--- config.mk ---
export PLATFORM = sky130hd
export DESIGN_NAME = if_fetch_unit
export DESIGN_NICKNAME = d
export VERILOG_FILES = /design/src/rtl/if_pkg.sv /design/src/rtl/if_fetch_unit_queue.sv /design/src/rtl/if_fetch_unit.sv
export SDC_FILE = /design/constraint.sdc
export NUM_CORES = 1
export LEC_CHECK = 0
export CORE_MARGIN = 5
export CORE_UTILIZATION = 30
export DETAILED_ROUTE_END_ITERATION = 16
export GPL_TIMING_DRIVEN = 0
export PLACE_DENSITY = 0.51
export SLEW_MARGIN = 25
export SYNTH_ARGS = -nofsm -noshare
export SYNTH_HDL_FRONTEND = slang
export SYNTH_SLANG_ARGS = --single-unit
export TNS_END_PERCENT = 100
--- constraint.sdc ---
create_clock -name clk -period 24.9 [get_ports clk]
set_input_delay 4.98 -clock clk [delete_from_list [all_inputs] [get_ports clk]]
set_output_delay 4.98 -clock clk [all_outputs]
set_load 0.05 [all_outputs]
--- src/rtl/if_pkg.sv ---
// Shared types and constants for the instruction-fetch front end.
// The entry layout matches what the IF/ID register consumes.
package if_pkg;

    localparam int INSTR_W = 32;
    localparam int ADDR_W  = 32;

    localparam logic [ADDR_W-1:0]  PC_STEP   = 32'd4;
    localparam logic [INSTR_W-1:0] NOP_INSTR = 32'h0000_0000;

    typedef struct packed {
        logic [ADDR_W-1:0]  pc;
        logic [INSTR_W-1:0] instr;
    } fetch_entry_t;

    function automatic logic [ADDR_W-1:0] word_align(input logic [ADDR_W-1:0] addr);
        return addr & ~ADDR_W'(3);
    endfunction

endpackage

--- src/rtl/if_fetch_unit_queue.sv ---
// Prefetch FIFO of {pc, instr} entries; flush beats push and pop.
// Storage is not reset, only pointers and occupancy are.
module fetch_queue
    import if_pkg::*;
#(
    parameter int DEPTH = 2
) (
    input  logic                       clk,
    input  logic                       rst,
    input  logic                       push,
    input  logic                       pop,
    input  logic                       flush,
    input  fetch_entry_t               entry,
    output logic [$clog2(DEPTH+1)-1:0] count,
    output fetch_entry_t               head
);

    localparam int PW = (DEPTH > 1) ? $clog2(DEPTH) : 1;
    localparam int CW = $clog2(DEPTH + 1);

    fetch_entry_t    mem [DEPTH];
    logic [PW-1:0]   wr_ptr;
    logic [PW-1:0]   rd_ptr;
    logic            empty;
    logic            full;
    logic            do_push;
    logic            do_pop;

    function automatic logic [PW-1:0] ptr_inc(input logic [PW-1:0] p);
        if (p == PW'(DEPTH - 1)) begin
            return '0;
        end
        return p + PW'(1);
    endfunction

    assign empty   = (count == '0);
    assign full    = (count == CW'(DEPTH));
    assign do_pop  = pop && !empty;
    // A full queue still accepts a push when the head leaves in the same cycle.
    assign do_push = push && (!full || do_pop);

    always_ff @(posedge clk) begin
        if (rst || flush) begin
            wr_ptr <= '0;
            rd_ptr <= '0;
            count  <= '0;
        end else begin
            if (do_push) begin
                wr_ptr <= ptr_inc(wr_ptr);
            end
            if (do_pop) begin
                rd_ptr <= ptr_inc(rd_ptr);
            end
            if (do_push && !do_pop) begin
                count <= count + CW'(1);
            end else if (do_pop && !do_push) begin
                count <= count - CW'(1);
            end
        end
    end

    always_ff @(posedge clk) begin
        if (do_push && !flush) begin
            mem[wr_ptr] <= entry;
        end
    end

    assign head = mem[rd_ptr];

endmodule

--- src/rtl/if_fetch_unit.sv ---
// Fetch front end: owns the fetch PC, issues credit-limited memory requests,
// drops responses made stale by a redirect and presents queued words to IF/ID.
module if_fetch_unit
    import if_pkg::*;
#(
    parameter int                QUEUE_DEPTH     = 2,
    parameter int                MAX_OUTSTANDING = 2,
    parameter logic [ADDR_W-1:0] RESET_PC        = 32'h0000_0000
) (
    input  logic               clk,
    input  logic               rst,
    input  logic               Freeze,
    input  logic               Branch_taken,
    input  logic [ADDR_W-1:0]  Branch_Address,
    output logic               imem_req,
    output logic [ADDR_W-1:0]  imem_addr,
    input  logic               imem_gnt,
    input  logic               imem_rvalid,
    input  logic [INSTR_W-1:0] imem_rdata,
    output logic               valid_out,
    output logic [INSTR_W-1:0] instruction_out,
    output logic [ADDR_W-1:0]  PC_out
);

    localparam int OW = $clog2(MAX_OUTSTANDING + 1);
    localparam int CW = $clog2(QUEUE_DEPTH + 1);
    localparam int SW = ((OW > CW) ? OW : CW) + 1;

    logic [ADDR_W-1:0] fetch_pc;
    logic [ADDR_W-1:0] resp_pc;
    logic [ADDR_W-1:0] branch_target;
    logic [OW-1:0]     outstanding;
    logic [OW-1:0]     discard_cnt;
    logic [OW-1:0]     live_outstanding;
    logic [CW-1:0]     queue_count;
    logic [SW-1:0]     in_flight;
    fetch_entry_t      head;
    fetch_entry_t      push_entry;
    logic              credit_ok;
    logic              fire;
    logic              rsp_accept;
    logic              rsp_keep;
    logic              push;
    logic              pop;
    logic              have_head;

    assign branch_target = word_align(Branch_Address);

    // Credit: queued words plus non-stale fetches in flight never exceed the queue size.
    assign live_outstanding = outstanding - discard_cnt;
    assign in_flight        = SW'(queue_count) + SW'(live_outstanding);
    assign credit_ok        = (in_flight < SW'(QUEUE_DEPTH)) &&
                              (outstanding < OW'(MAX_OUTSTANDING));

    assign imem_req  = credit_ok && !Branch_taken && !rst;
    assign imem_addr = fetch_pc;
    assign fire      = imem_req && imem_gnt;

    // A response with nothing outstanding is a protocol violation and is ignored.
    assign rsp_accept = imem_rvalid && (outstanding != '0);
    assign rsp_keep   = rsp_accept && (discard_cnt == '0);
    assign push       = rsp_keep && !Branch_taken;

    assign push_entry.pc    = resp_pc;
    assign push_entry.instr = imem_rdata;

    assign have_head = (queue_count != '0);
    assign pop       = valid_out && !Freeze && !Branch_taken;

    always_ff @(posedge clk) begin
        if (rst) begin
            fetch_pc    <= RESET_PC;
            resp_pc     <= RESET_PC;
            outstanding <= '0;
            discard_cnt <= '0;
        end else begin
            outstanding <= outstanding + OW'(fire) - OW'(rsp_accept);
            if (Branch_taken) begin
                // Everything still in flight after this cycle belongs to the old path.
                fetch_pc    <= branch_target;
                resp_pc     <= branch_target;
                discard_cnt <= outstanding - OW'(rsp_accept);
            end else begin
                if (fire) begin
                    fetch_pc <= fetch_pc + PC_STEP;
                end
                if (rsp_accept && (discard_cnt != '0)) begin
                    discard_cnt <= discard_cnt - OW'(1);
                end else if (rsp_accept) begin
                    resp_pc <= resp_pc + PC_STEP;
                end
            end
        end
    end

    fetch_queue #(
        .DEPTH (QUEUE_DEPTH)
    ) u_queue (
        .clk   (clk),
        .rst   (rst),
        .push  (push),
        .pop   (pop),
        .flush (Branch_taken),
        .entry (push_entry),
        .count (queue_count),
        .head  (head)
    );

    // Outputs read as a bubble whenever no head is presented.
    assign valid_out       = have_head && !rst;
    assign instruction_out = valid_out ? head.instr : NOP_INSTR;
    assign PC_out          = valid_out ? (head.pc + PC_STEP) : '0;

endmodule

# [Yosys cells after proc, flatten, opt, wreduce, memory -nomap -nowiden]
# Memory sizes are Yosys's and may differ from the RTL's. A register that Yosys moved wholly into a read port is not among the register bits.
# Index checks and enable logic that the tools add are counted.
[totals] output_inout_bits=98 memories=1 word_cells=90 mem_bits_rw=128 regBits=72 inputBits=70
[memory_table] name="u_queue.mem" words=2 width=64 read_ports=1 rd_clocked_by_memory_dff=1 write_ports=1 line="if_fetch_unit_queue.sv:21" source="fetch_entry_t mem [DEPTH];"
[classes] order_cmp=2 n_reduce_logical=37 addsub=13 n_eq_ne=2 mux=25 bitwise_logic=1
[ops] operator="two-way mux 32 bit" count=7
[ops] operator="adder 32 x 3 -> 32 bit, second input constant" count=3
[ops] operator="logical AND 1 bit" count=16
[ops] operator="two-way mux 1 bit" count=14
[ops] operator="nonzero test 2 bit" count=7
[ops] operator="two-way mux 2 bit" count=4
[ops] operator="zero test 1 bit" count=7
[ops] operator="zero test 2 bit" count=2
[ops] operator="AND reduction 2 bit" count=2
[ops] operator="subtractor 2 x 1 -> 2 bit" count=2
[ops] operator="subtractor 2 x 1 -> 2 bit, second input constant" count=2
[ops] operator="adder 2 x 2 -> 3 bit" count=1
[ops] operator="< comparator 3 x 2 -> 1 bit, second input constant" count=1
[ops] operator="adder 1 bit, second input constant" count=2
[ops] operator="adder 2 x 1 -> 2 bit" count=1
[ops] operator="adder 2 x 1 -> 2 bit, second input constant" count=1
[ops] operator="equality test 2 bit, second input constant" count=1
[ops] operator="logical OR 1 bit" count=2
[ops] operator="< comparator 2 bit, second input constant" count=1
[ops] operator="!= test 2 bit, second input constant" count=1
[ops] operator="OR reduction 2 bit" count=1
[ops] operator="subtractor 2 bit" count=1
[ops] operator="NOT 1 bit" count=1

# [Logic depth before layout (Yosys ltp)]
# Gate-level depths: netlist (run 1).
[depth] word_depth=11 depth_mapped=15 mapped_depth_nobuf=14

# [Hierarchy]
# Synthesis (run 1) repeated with hierarchy kept, for this count alone.
[hier_totals] hier_cells=891 hier_area_um2=9858.2
[by_module_without_submodules] module="if_fetch_unit" n_inst=1 area_each_um2=5001.0 cells_each=667 seq_area_each_um2=1281.2
[by_module_without_submodules] module="fetch_queue" n_inst=1 area_each_um2=4857.2 cells_each=224 seq_area_each_um2=3943.8

# [Least setup slack after synthesis (run 1)]
# OpenSTA, ideal clock, no wires.
[synth_path] kind="input -> register" startpoint="input Branch_taken" endpoint="memory u_queue.mem[0][0] (netlist name) (enable)" n_path_buf=2 setup_ps=635 t_required_ps=24265 cell_stages=3 slack_ps=12953 t_arrival_ps=11311 path_cell_list="clkbuf_1 > clkbuf_1 > nor4_1"
[synth_between] elab_chain_cells=8 word_cells_on_any_way=9 cone_classes="mux (2); reduce/logical (7)"
[synth_lines] item="start, declared" line="if_fetch_unit.sv:13" source="input logic Branch_taken,"
[synth_lines] item="zero test 1 bit (*)" line="if_fetch_unit_queue.sv:63, if_fetch_unit.sv:62, if_fetch_unit.sv:68"
[synth_lines] item="logical AND 1 bit" line="if_fetch_unit.sv:68" source="assign pop = valid_out && !Freeze && !Branch_taken;"
[synth_lines] item="logical AND 1 bit" line="if_fetch_unit_queue.sv:38" source="assign do_pop = pop && !empty;"
[synth_lines] item="logical OR 1 bit" line="if_fetch_unit_queue.sv:40" source="assign do_push = push && (!full || do_pop);"
[synth_lines] item="logical AND 1 bit" line="if_fetch_unit_queue.sv:40"
[synth_lines] item="logical AND 1 bit (*)" line="if_fetch_unit_queue.sv:63" source="if (do_push && !flush) begin"
[synth_lines] item="two-way mux 1 bit (*)" line="if_fetch_unit_queue.sv:63"
[synth_lines] item="two-way mux 1 bit (not written as such) (*)" line="if_fetch_unit_queue.sv:64" source="mem[wr_ptr] <= entry;"
[synth_lines] item="end, declared" line="if_fetch_unit_queue.sv:21"
# Every way passes the cells marked *; elsewhere a longest branch is shown, timed or not.

# [Worst setup path in the final report (run 1)]
[layout_path] startpoint="input rst" endpoint="output PC_out[9]"
[layout_between] elab_chain_cells=3
[layout_lines] item="start, declared" line="if_fetch_unit.sv:11" source="input logic rst,"
[layout_lines] item="zero test 1 bit" line="if_fetch_unit.sv:110" source="assign valid_out = have_head && !rst;"
[layout_lines] item="logical AND 1 bit" line="if_fetch_unit.sv:110"
[layout_lines] item="two-way mux 32 bit" line="if_fetch_unit.sv:112" source="assign PC_out = valid_out ? (head.pc + PC_STEP) : '0;"
[layout_lines] item="end, declared" line="if_fetch_unit.sv:22" source="output logic [ADDR_W-1:0] PC_out"
# Every way passes these cells.

==> flow_summary_export.csv, run 1 <==
group,metric,value,unit
worst_setup_path,cp.arrival,7750,ps
clocking,cts.sinks,193,
logic_synthesis,synth_top_family_by_area,"simple AND/OR/NAND/NOR gates",
worst_setup_path,cp_slowest_cell,"clkdlybuf4s50_1",
power_and_ir_drop,switching_share,28.43,%
floorplanning,dieArea,0.03566,mm²
min_path,hp-class,"reg -> reg",
grt,overflow,0,
clocking,cts_tree,"yes",
sta,setup_ws,12170,ps
min_path,holdPathStages,0,
floorplanning,num_rows,65,
logic_synthesis,syn_area_per_cell,11.10,µm²
sta,relSlewSlack,44.46,%
worst_setup_path,critPathMostFrequentCell,"clkbuf_1",
worst_setup_path,worstPathCellList,"clkdlybuf4s50_1, or2_1, clkbuf_1, clkbuf_1, clkbuf_1, nor2_1, clkdlybuf4s50_1",
layout,final_common_cell,"clkdlybuf4s50_1",
grt,antenna_found_initial,0,
floorplanning,die_x,188.8,µm
power_and_ir_drop,finalPower,762.7,µW
layout,area_delta_synth_final,28.98,%
power_and_ir_drop,p_leak,4.123,nW
worst_setup_path,reg2reg_to,"outstanding[1]",
power_and_ir_drop,power_density,61.63,mW/mm²
clocking,cts_made_buffers,17,
layout,fill_cells,3115,
power_and_ir_drop,vdd_drop_max,0.04528,mV
floorplanning,pin_count,168,
sta,period_share,51.14,%
worst_setup_path,start_kind,"primary input",
worst_setup_path,crit_required,19920,ps
layout,regArea,0.005105,mm²
sta,hold_viol_final,0,
sta,finalCriticalPeriod,12730,ps
clocking,clock_latency,430,ps
sta,rsz0062_at_grt,"no",
grt,grt_max_degree,35,
logic_synthesis,synth-compound-area-share,9.781,%
worst_setup_path,crit_path_max_incr_delay,720,ps
logic_synthesis,synthDistinctLibCells,74,
layout,final_nets,1138,
sta,holdWs,484.2,ps
clocking,cts_setup_buffers,0,
clocking,root_buffer,"clkbuf_16",
layout,multi_input_area,0.004123,mm²
layout,stdcell_area,0.01237,mm²
placement,place_ws,12060,ps
clocking,cts_max_level,4,
logic_synthesis,synth_warnings,0,
floorplanning,core-area,0.03156,mm²
min_path,min_delay_worst_endpoint,"u_queue.mem[1][63]",
placement,port-buffer-count,160,
power_and_ir_drop,p_clk_share,35.5,%
logic_synthesis,ys_async_sr_fraction,0,%
floorplanning,die_h,188.8,µm
power_and_ir_drop,power_frac_comb,15.6,%
layout,post-route-util,39.21,%
drt,firstDrtPassIters,5,
logic_synthesis,synth_cells,864,
drt,via_per_inst,4.884,
floorplanning,start_util,30.40,%
logic_synthesis,synthAdderAreaFrac,1.382,%
logic_synthesis,synth_area_leaders,"edfxtp_1 39%, dfxtp_1 14%, mux2i_1 5.7%, xnor2_1 3.6%, nor2_1 3.4%",
logic_synthesis,ys_seq_area_share,53.21,%
grt,grtUsageTotal,15.07,%
sta,slew_viol_final,0,
logic_synthesis,ys_seq_elements,193,
placement,dp_hpwl,20710,µm
worst_setup_path,worstReg2RegStart,"outstanding[0]",
power_and_ir_drop,power.internal,545.9,µW
worst_setup_path,rr_worst_depth,15,
drt,drt_iter0_drc,439,
logic_synthesis,synth_top_area_share,38.81,%
logic_synthesis,synthMuxAreaShare,6.938,%
drt,routed_wl,27170,µm
grt,grt_pass1_wl,42050,µm
worst_setup_path,cp_max_fo,10,
flow_run,drv_cap,0,
sta,worst_pin_slew,829.4,ps
worst_setup_path,endpoint_kind,"output pin",
worst_setup_path,rrSetupSlack,21460,ps
drt,wl_per_cell,18.46,µm
layout,stdcell_count,1472,
clocking,postCtsHoldBufs,0,
drt,drc_errors,0,
logic_synthesis,synth_edf_count,124,
logic_synthesis,synth_simple_gate_area_share,17.78,%
placement,place_area,0.01180,mm²
drt,drtAntennaViolNets,0,
power_and_ir_drop,power.switching,216.8,µW
logic_synthesis,yosysTopAreaCell,"edfxtp_1",
worst_setup_path,timing_worst_setup_path_type,"in -> out",
sta,setup_violations,0,
logic_synthesis,synthesis.area,0.009594,mm²
grt,grt_pass1_vias,7246,
clocking,clk_path_buf_depth,2,
sta,fin_setup_tns,0,ps
layout,diodes,0,
sta,fmax,78.53,MHz
power_and_ir_drop,pwr-share-seq,48.9,%
placement,dp_cells,1441,
layout,most-common-layout-cells,"160 x clkdlybuf4s50_1, 124 x edfxtp_1, 86 x nor2_1, 69 x dfxtp_1, 55 x mux2i_1",
min_path,hp-start,"resp_pc[31]",
logic_synthesis,synth_xor_area_share,6.847,%
placement,gp_congestion,0.8154,
clocking,cts_repair_resize_count,0,
logic_synthesis,ys.flop_type,"edfxtp_1",
layout,drive_gt1_share,9.159,%
clocking,clk_pin_slew,70,ps
sta,fin_skew,14.14,ps
status,status,"finished, final reports clean",
drt,dr_total_vias,7189,
-- cell usage after synthesis (7+ instances only) --
cell type / number
a211oi_1: 10
a21boi_0: 20
a21boi_1: 10
a21oi_1: 34
a31oi_1: 11
and2_1: 10
and3_1: 13
buf_4: 14
clkbuf_1: 25
dfxtp_1: 69
edfxtp_1: 124
ha_1: 9
inv_1: 33
mux2_2: 7
mux2i_1: 55
nand2_1: 47
nand3_1: 45
nand4_1: 35
nor2_1: 86
nor2b_1: 7
nor3_1: 11
or3_1: 7
xnor2_1: 39
xor2_1: 36
-- cell families (layout without fill, tap and decap cells) --
family / Yosys count / in the layout
flip-flops: 193 / 193
adder cells (fa/ha/maj): 10 / 10
buffers and inverters: 82 / 285
XOR/XNOR: 75 / 75
other: 1 / 4
AO/OA/AOI/OAI: 131 / 131
AND/OR/NAND/NOR: 307 / 307
multiplexers: 65 / 65
-- power groups by stage --
stage	registers (mW)	logic (mW)	clock network (mW)
floorplan	0.389	0.0633	0
global placement	0.383	0.117	0
finish	0.373	0.119	0.271
detailed placement	0.380	0.119	0
CTS	0.373	0.120	0.278
global route	0.375	0.129	0.291
-- layout make-up --
type | instances | area share [%]
Buffer | 47 | 2.063
Clock inverter | 14 | 1.193
Timing Repair Buffer | 172 | 13.61
Multi-Input combinational cell | 592 | 33.32
Clock buffer | 17 | 3.438
Inverter | 35 | 1.062
Sequential cell | 193 | 41.25
Tap cell | 402 | 4.065
-- registers in the layout, indices dropped and copies added, names as in the netlist, named ones only --
signal          cells
discard_cnt         2
u_queue.count       2
u_queue.wr_ptr      1
resp_pc            30
imem_addr          30
u_queue.rd_ptr      1
u_queue.mem       124
outstanding         2
-- routing by layer --
metal  vias to the layer above  global-route usage, %  wire length [µm]
li1                       3546                      -                 -
met1                      3381                  21.92             13600
met2                       248                  23.24             11790
met3                        14                  3.557              1606
met4                         0                  2.635               180
met5                         -                      0                 0
-- worst max path at each step --
stage	slack, ps	start	cells after the start	end
finish	12170	rst	7	PC_out[9]
global route	11940	rst	7	PC_out[9]
CTS	12050	rst	7	PC_out[9]
detailed placement	12060	rst	7	PC_out[9]
global placement	8420	imem_rvalid	3	u_queue.mem[0][26]
floorplan	12950	Branch_taken	3	u_queue.mem[0][0]
-- worst max-delay path, delay by kind of cell --
kind | cells | cell delay [ps]
and+or+nand+nor | 2 | 250
buffers and inverters | 5 | 2510
No activity file was read; power rests on OpenSTA's default activity.
==> inputs of run 2 (changes only) <==
- clock period: 24.9 -> 13.2 ns (I/O delays scaled with it)
==> results of run 2 <==
The final DEF is identical to that of run 1. Status: finished, final reports clean.
Among the figures that moved: setup slack after placement 12060 ps -> 5042 ps; setup slack after layout 12170 ps -> 5146 ps; register-to-register setup slack 21460 ps -> 9760 ps; total power 0.7627 mW -> 1.439 mW; worst IR drop on VDD 0.04528 mV -> 0.08541 mV
